===== config.mk =====
export PLATFORM = sky130hd
export DESIGN_NAME = axi2mem_tcdm_wr_if
export DESIGN_NICKNAME = d
export VERILOG_FILES = /design/src/rtl/axi2mem_tcdm_wr_if_pkg.sv /design/src/rtl/axi2mem_tcdm_wr_lane.sv /design/src/rtl/axi2mem_tcdm_wr_if.sv
export SDC_FILE = /design/constraint.sdc
export NUM_CORES = 1
export LEC_CHECK = 0
export CAP_MARGIN = 15
export CORE_MARGIN = 2
export CORE_UTILIZATION = 46
export CTS_BUF_LIST = sky130_fd_sc_hd__clkbuf_8
export DETAILED_ROUTE_END_ITERATION = 8
export PLACE_DENSITY_LB_ADDON = 0.2
export SYNTH_ARGS = -nofsm -noshare
export SYNTH_HDL_FRONTEND = slang
export SYNTH_HIERARCHICAL = 1
export SYNTH_SLANG_ARGS = --single-unit

===== constraint.sdc =====
create_clock -name clk_i -period 4.2 [get_ports clk_i]
set_input_delay 0.42 -clock clk_i [delete_from_list [all_inputs] [get_ports clk_i]]
set_output_delay 0.42 -clock clk_i [all_outputs]
set_load 0.02 [all_outputs]

===== src/rtl/axi2mem_tcdm_wr_if_pkg.sv =====
// Shared constants, state encoding and address helper for the axi2mem TCDM write interface.
`default_nettype none

package axi2mem_tcdm_wr_if_pkg;

  localparam int unsigned BEAT_BYTES = 8;
  localparam int unsigned LANE_BYTES = 4;
  localparam int unsigned NUM_LANES  = 2;

  localparam logic [1:0] ST_IDLE  = 2'd0;
  localparam logic [1:0] ST_BURST = 2'd1;
  localparam logic [1:0] ST_RESP  = 2'd2;

  typedef struct packed {
    logic [31:0] add;
    logic [7:0]  len;
  } burst_cmd_t;

  // Byte address of one lane of a beat; wraps modulo 2^32.
  function automatic logic [31:0] lane_addr(input logic [31:0] base, input logic [8:0] beat,
                                            input int unsigned lane);
    return base + {20'd0, beat, 3'd0} + 32'(lane * LANE_BYTES);
  endfunction

endpackage

`default_nettype wire


===== src/rtl/axi2mem_tcdm_wr_lane.sv =====
// One 32-bit lane: beat and outstanding counters, TCDM request, buffer pop and completion flag.
`default_nettype none

module axi2mem_tcdm_wr_lane
  import axi2mem_tcdm_wr_if_pkg::*;
#(
  parameter int unsigned LANE            = 0,
  parameter int unsigned MAX_OUTSTANDING = 4
) (
  input  logic        clk,
  input  logic        rst_n,
  input  logic        start,
  input  logic        active,
  input  logic [31:0] base,
  input  logic [7:0]  len,
  input  logic [31:0] wdata,
  input  logic [3:0]  wstrb,
  input  logic        wvalid,
  output logic        pop,
  output logic        req,
  output logic        wen,
  output logic [31:0] add,
  output logic [3:0]  be,
  output logic [31:0] data,
  input  logic        gnt,
  input  logic        r_valid,
  output logic        done
);

  logic [8:0] beat;
  logic [3:0] outst;
  logic       in_range;
  logic       zero_strb;
  logic       issue;
  logic       skip;
  logic       ack;

  assign in_range  = beat <= {1'b0, len};
  assign zero_strb = (wstrb == 4'd0);

  // Fully masked beats are drained from the buffer without touching memory.
  assign req   = active & wvalid & in_range & ~zero_strb & (outst < 4'(MAX_OUTSTANDING));
  assign issue = req & gnt;
  assign skip  = active & wvalid & in_range & zero_strb;
  assign pop   = issue | skip;
  assign ack   = r_valid & (outst != 4'd0);

  assign add  = req ? lane_addr(base, beat, LANE) : 32'd0;
  assign be   = req ? wstrb : 4'd0;
  assign data = req ? wdata : 32'd0;
  assign wen  = ~req;
  assign done = (beat == ({1'b0, len} + 9'd1)) & (outst == 4'd0);

  always_ff @(posedge clk or negedge rst_n) begin
    if (!rst_n) begin
      beat  <= 9'd0;
      outst <= 4'd0;
    end else if (start) begin
      beat  <= 9'd0;
      outst <= 4'd0;
    end else begin
      if (pop) beat <= beat + 9'd1;
      case ({issue, ack})
        2'b10:   outst <= outst + 4'd1;
        2'b01:   outst <= outst - 4'd1;
        default: outst <= outst;
      endcase
    end
  end

  a_no_stray_ack: assert property (@(posedge clk) disable iff (!rst_n) !(r_valid && outst == 4'd0));

endmodule

`default_nettype wire


===== src/rtl/axi2mem_tcdm_wr_if.sv =====
// Burst command FSM driving two independent TCDM write lanes and returning one write response.
`default_nettype none

module axi2mem_tcdm_wr_if
  import axi2mem_tcdm_wr_if_pkg::*;
#(
  parameter int unsigned MAX_OUTSTANDING = 4,
  parameter int unsigned ID_WIDTH        = 6
) (
  input  logic                clk_i,
  input  logic                rst_ni,
  input  logic                cmd_req_i,
  output logic                cmd_gnt_o,
  input  logic [31:0]         cmd_add_i,
  input  logic [7:0]          cmd_len_i,
  input  logic [ID_WIDTH-1:0] cmd_id_i,
  input  logic [1:0][31:0]    wr_dat_i,
  input  logic [1:0][3:0]     wr_strb_i,
  input  logic [1:0]          wr_valid_i,
  output logic [1:0]          wr_pop_o,
  output logic [1:0]          tcdm_req_o,
  output logic [1:0][31:0]    tcdm_add_o,
  output logic [1:0]          tcdm_wen_o,
  output logic [1:0][3:0]     tcdm_be_o,
  output logic [1:0][31:0]    tcdm_data_o,
  input  logic [1:0]          tcdm_gnt_i,
  input  logic [1:0]          tcdm_r_valid_i,
  output logic                b_valid_o,
  input  logic                b_ready_i,
  output logic [ID_WIDTH-1:0] b_id_o
);

  logic [1:0]          state;
  logic [1:0]          state_nxt;
  burst_cmd_t          cmd_q;
  logic [ID_WIDTH-1:0] id_q;
  logic                start;
  logic                active;
  logic [1:0]          lane_done;

  assign cmd_gnt_o = (state == ST_IDLE);
  assign start     = cmd_gnt_o & cmd_req_i;
  assign active    = (state == ST_BURST);
  assign b_valid_o = (state == ST_RESP);
  assign b_id_o    = b_valid_o ? id_q : '0;

  always_comb begin
    state_nxt = state;
    case (state)
      ST_IDLE:  if (cmd_req_i) state_nxt = ST_BURST;
      ST_BURST: if (&lane_done) state_nxt = ST_RESP;
      ST_RESP:  if (b_ready_i) state_nxt = ST_IDLE;
      default:  state_nxt = ST_IDLE;
    endcase
  end

  always_ff @(posedge clk_i or negedge rst_ni) begin
    if (!rst_ni) begin
      state <= ST_IDLE;
      cmd_q <= '0;
      id_q  <= '0;
    end else begin
      state <= state_nxt;
      if (start) begin
        cmd_q.add <= cmd_add_i;
        cmd_q.len <= cmd_len_i;
        id_q      <= cmd_id_i;
      end
    end
  end

  for (genvar g = 0; g < NUM_LANES; g++) begin : g_lane
    axi2mem_tcdm_wr_lane #(
      .LANE            (g),
      .MAX_OUTSTANDING (MAX_OUTSTANDING)
    ) u_lane (
      .clk     (clk_i),
      .rst_n   (rst_ni),
      .start   (start),
      .active  (active),
      .base    (cmd_q.add),
      .len     (cmd_q.len),
      .wdata   (wr_dat_i[g]),
      .wstrb   (wr_strb_i[g]),
      .wvalid  (wr_valid_i[g]),
      .pop     (wr_pop_o[g]),
      .req     (tcdm_req_o[g]),
      .wen     (tcdm_wen_o[g]),
      .add     (tcdm_add_o[g]),
      .be      (tcdm_be_o[g]),
      .data    (tcdm_data_o[g]),
      .gnt     (tcdm_gnt_i[g]),
      .r_valid (tcdm_r_valid_i[g]),
      .done    (lane_done[g])
    );
  end

endmodule

`default_nettype wire


* Word level (Yosys, flattened, before mapping)
Index checks and enable logic that the tools add are counted.
Storage, ports and cells: register bits after elaboration 74, bits in latches 0, input bits 128, logic and storage cells 88, memory bits (read-only) 0, output and inout bits 150, memories 0, bits in writable memories 0
Cells by class: shift operators 0, magnitude comparators 4, reductions and logical operators 13, $add $sub $neg 10, equal/unequal tests 11, multiply operators 0, divide/modulo/power cells 0, multiplexer cells 19, bitwise gates (word level) 23
Operators with widths (number):
- $mux 32 | 4
- $add 32x12->32 | 2
- $mux 9 | 4
- $add 32x3->32 const B | 1
- $add 9x1->9 const B | 2
- $eq 9x9->1 | 2
- $le 9x8->1 | 2
- $and 1x1->1 | 17
- $logic_not 4->1 | 4
- $mux 4 | 4
- $pmux 4 s2 | 2
- $add 8x1->9 const B | 1
- $add 4x1->4 const B | 2
- $lt 4x3->1 const B | 2
- $reduce_bool 4->1 | 2
- $sub 4x1->4 const B | 2
- $eq 2x1->1 const B | 3
- $eq 2x2->1 const B | 3
- $mux 2 | 3
- $mux 6 | 1
- $pmux 2 s3 | 1
- $reduce_bool 3->1 | 2
- $ne 2x2->1 const B | 2
- $not 1->1 | 4
- 6 further kinds | 8

* Depth between registers and ports, before layout
word-level depth 9, mapped depth 12, depth with buffers taken out 12

* Cells and area by module
Netlist, hierarchy kept.
Modules (own cells, without submodules):
- axi2mem_tcdm_wr_lane at g_lane[1].u_lane | times used 1, cells each 361, sequential area each 325.3 µm², area an instance 2590.0 µm²
- axi2mem_tcdm_wr_lane at g_lane[0].u_lane | times used 1, cells each 335, sequential area each 325.3 µm², area an instance 2444.8 µm²
- axi2mem_tcdm_wr_if | times used 1, cells each 114, sequential area each 1201.2 µm², area an instance 1868.0 µm²

* Worst setup path before layout
Ideal clock, no wire load.
kind register -> register, start register, netlist name cmd_q[2], end register g_lane[0].u_lane.outst[3], cell stages (with the launch flop) 12, path slack 0.969 ns, data required time 4.075 ns, buffers on the path 1, period minus slack after synthesis 3.231 ns, data arrival time 3.106 ns, setup time 0.125 ns, cell sequence dfrtp_1 -> inv_1 -> ha_1 -> a211o_1 -> a221oi_1 -> a211oi_4 -> o31a_1 -> buf_6 -> ha_1 -> a31o_2 -> a22oi_1 -> mux2_2
Between the ends: word-level cells in the longest chain between the ends 8, elaborated cells between the ends (all ways) 10, those cells by class 1 x order compare; 2 x eq/ne; 2 x mux; 4 x bitwise; 1 x reduce/logical
Ends and longest elaborated chain:
- $le 9x8->1 * | RTL line axi2mem_tcdm_wr_lane.sv:38 | assign in_range = beat <= {1'b0, len};
- $and 1x1->1 * (3 in series) | RTL line axi2mem_tcdm_wr_lane.sv:42 | assign req = active & wvalid & in_range & ~zero_strb & (outst < 4'(MAX_OUTSTANDING));
- $and 1x1->1 * | RTL line axi2mem_tcdm_wr_lane.sv:43 | assign issue = req & gnt;
- $eq 2x1->1 or $eq 2x2->1 (tied branches) | RTL line axi2mem_tcdm_wr_lane.sv:63 | case ({issue, ack})
- $pmux 4 s2 | RTL line axi2mem_tcdm_wr_lane.sv:63
- $mux 4 | RTL line axi2mem_tcdm_wr_lane.sv:58 | end else if (start) begin
- to (signal assigned) | RTL line axi2mem_tcdm_wr_lane.sv:64 | 2'b10: outst <= outst + 4'd1;
- to (signal assigned) | RTL line axi2mem_tcdm_wr_lane.sv:65 | 2'b01: outst <= outst - 4'd1;
- to (signal assigned) | RTL line axi2mem_tcdm_wr_lane.sv:66 | default: outst <= outst;
- to (decl) | RTL line axi2mem_tcdm_wr_lane.sv:31 | logic [3:0] outst;
Every way passes the cells marked *; elsewhere a longest branch is shown, timed or not. A chain may end at the register's enable or synchronous reset.

==> metrics.txt <==
status complete, no violations; Overflow after GRT 0; syn_area_per_cell 8.52 sq um; I/O pin cnt 278; worst vdd ir 0.000283 V; Synth top area share 0.268; post-DR vias/cell 5.76; clk root buf clkbuf_8; worst-path cell chain inv_1 -> ha_1 -> a211o_1 -> a221oi_2 -> a211oi_4 -> nor2_2 -> and2_1 -> inv_2 -> buf_4 -> a21oi_1 -> clkdlybuf4s50_1; CP startpoint kind register; Leakage 4.19 nW; initial DRC count 611; worst path required time 3.78 ns; Fin. Hold Viols 0; # port buffers 277; crit path kind reg2out; DR WL/cell 18.3 um; DP Worst Slack 0.501 ns; antenna viol nets, final 0; RSZ-0062 raised after global routing false; routed vias 7288; final slew viol count 0; chip width 127 um; mapped cell area 6900 sq um; first-pass GRT wire length 35.8 mm; count leader, synth dfrtp_1; layout cells sized above 1 0.0759; final hold slack 0.200 ns; vias in the first global route 6642; CP Max Fanout 21; Largest stage delay, worst path 0.61 ns; largest family of logic cells by synthesized area simple AND/OR/NAND/NOR gates; Final min period 4.00 ns; num rows 44; Yosys cell types 85; DP HPWL 17.9 mm; Num CTS Buffers 9; first-pass detailed-route iteration total 6; Arrival @ worst endpoint 3.58 ns; list of most frequent post-synthesis cells dfrtp_1 (74), a21oi_1 (59), and3_1 (55), and2_1 (52), nor2_1 (51); fin crit share 0.951; chip height 127 um; FMAX 250 MHz; slowest stage cell, crit path clkdlybuf4s50_1; Synth area leader dfrtp_1; Clock Skew 0.0111 ns; syn_nets 982; final worst slack 0.204 ns; mux share of post-synthesis cell area 0.0825; FF+latch count, synth 74; Post-Synth Adder-Cell Area 0.0819; initial antenna violation count 1; ranking of synthesized cells by area dfrtp_1 (27%), ha_1 (7.6%), and3_1 (5.0%), mux2_1 (4.7%), and2_1 (4.7%); setup violators final 0; Rel. slew slack 0.345; worst reg-to-reg path cell count 11; yosys warns 6; Top FF cell, synth dfrtp_1; Simple-Gate Fraction of Synth Area 0.287; post-CTS setup buffers 0; Synth Area in XOR/XNOR 0.0647; Worst-Skew Late Latency 0.38 ns; Total Wirelength 23.2 mm; Area growth, synth to finish 45.7%; GRT Resource Usage Total 0.280; type of the worst min-delay path in2async; Residual DRC 0; Cell Pwr Density 364 nW/um^2; die area 16000 sq um; Clock Path Buffers 2; number of synthesized flops with an enable pin 0; reg2reg start cmd_q[2]; max cap viols 0; Initial Util 0.473; r2r endpoint g_lane[0].u_lane/outst[3]; R2R setup slack 0.63 ns; clock sink count 74; Core Util, Final 0.689; DP Cell Count 1249; Max H-tree Level 3; setup TNS 0 ns; Routability Congestion 0.907; CTS tree yes; Compound-Gate Fraction of Synth Area 0.160; Post-Layout Cell Count 1266; pin count of the biggest net entering global routing 75; total core area 14600 sq um; sequential cell area fraction in the yosys report 0.268; Post-Syn Instances 810; nets 1248; Reg clk slew, reported paths 0.08 ns; asr flop ratio synth 1.00; Worst-Margin Slew 0.982 ns; Crit. End Element primary output
[cell families (layout without fill, tap and decap cells)]
| logic type | count (synthesis) | after routing |
|---|---|---|
| AND/OR/NAND/NOR | 337 | 337 |
| AO/OA/AOI/OAI | 169 | 169 |
| buffers and inverters | 84 | 355 |
| flip-flops | 74 | 74 |
| XOR/XNOR | 51 | 51 |
| multiplexers | 51 | 51 |
| adder cells (fa/ha/maj) | 44 | 44 |
| other | 0 | 1 |
[worst max-delay path: cells and delay by family (launching register included)]
family	cells	cell delay, ns
compound gates	4	0.89
fa+ha+maj	1	0.32
buf+inv	4	1.14
flops	1	0.51
simple gates	2	0.33
[repair_timing]
item                       CTS  global route
setup endpoints to repair    0            12
hold buffers                 0             0
gates resized for setup      0             3
[final cells by class]
| type | instances | area (sq um) |
|---|---|---|
| tap | 184 | 230 |
| timing repair buffer | 292 | 2910 |
| inverter | 47 | 176 |
| clock buffer | 9 | 124 |
| fill | 1197 | 4530 |
| multi-input combinational | 652 | 4690 |
| sequential | 74 | 1850 |
| clock inverter | 7 | 70.1 |
| antenna | 1 | 2.50 |
[worst max-delay path by stage]
stage,from,to,slack (ns),cells after the start
2_1_floorplan,cmd_q[2],g_lane[0].u_lane/outst[3],0.97,11
3_3_place_gp,g_lane[1].u_lane/beat[1],tcdm_add_o[60],0.56,8
3_5_place_dp,g_lane[1].u_lane/beat[1],tcdm_add_o[60],0.50,8
4_1_cts,g_lane[1].u_lane/beat[1],tcdm_add_o[60],0.07,8
5_1_grt,cmd_q[7],tcdm_add_o[50],0.003,10
6_report,cmd_q[2],tcdm_add_o[20],0.20,11
[routing by layer]
metal  vias to the layer above  global-route usage  part of all wire
met5                         -                   0                 0
met4                         0              0.0782             0.020
met3                        30              0.0700             0.084
met2                       317               0.462              0.49
met1                      3447               0.365              0.41
li1                       3494                   -                 -
[metrics by stage]
step           total power, W  cell area (sq um)
2_1_floorplan         0.00229               6900
3_3_place_gp          0.00301               9850
3_5_place_dp          0.00306               9850
4_1_cts               0.00365              10000
5_1_grt               0.00392              10100
6_report              0.00366              10100
[flip-flops by register name, summed over array words and instances (netlist names)]
register             flops
cmd_q                   40
g_lane.u_lane/beat      18
g_lane.u_lane/outst      8
id_q                     6
state                    2
[cells in the final DEF (no fill, tap or decap), types with 20 or more instances in the layout]
master / n
and3_1: 55
nand3_1: 20
xnor2_1: 26
nand2_1: 32
mux2_1: 29
xor2_1: 25
nor2_1: 50
and2_1: 52
a21oi_1: 59
dfrtp_1: 74
ha_1: 42
o21ai_0: 35
inv_1: 47
clkdlybuf4s50_1: 275
or3_1: 20
[where the power goes]
part	leakage [nW]	switching (W)	internal (W)	total (W)
Sequential	0.921	0.000248	0.000844	0.00109
Clock	0.105	0.000293	0.000274	0.000567
Combinational	3.17	0.00105	0.000956	0.00200
(Power assumes the default switching activity.)
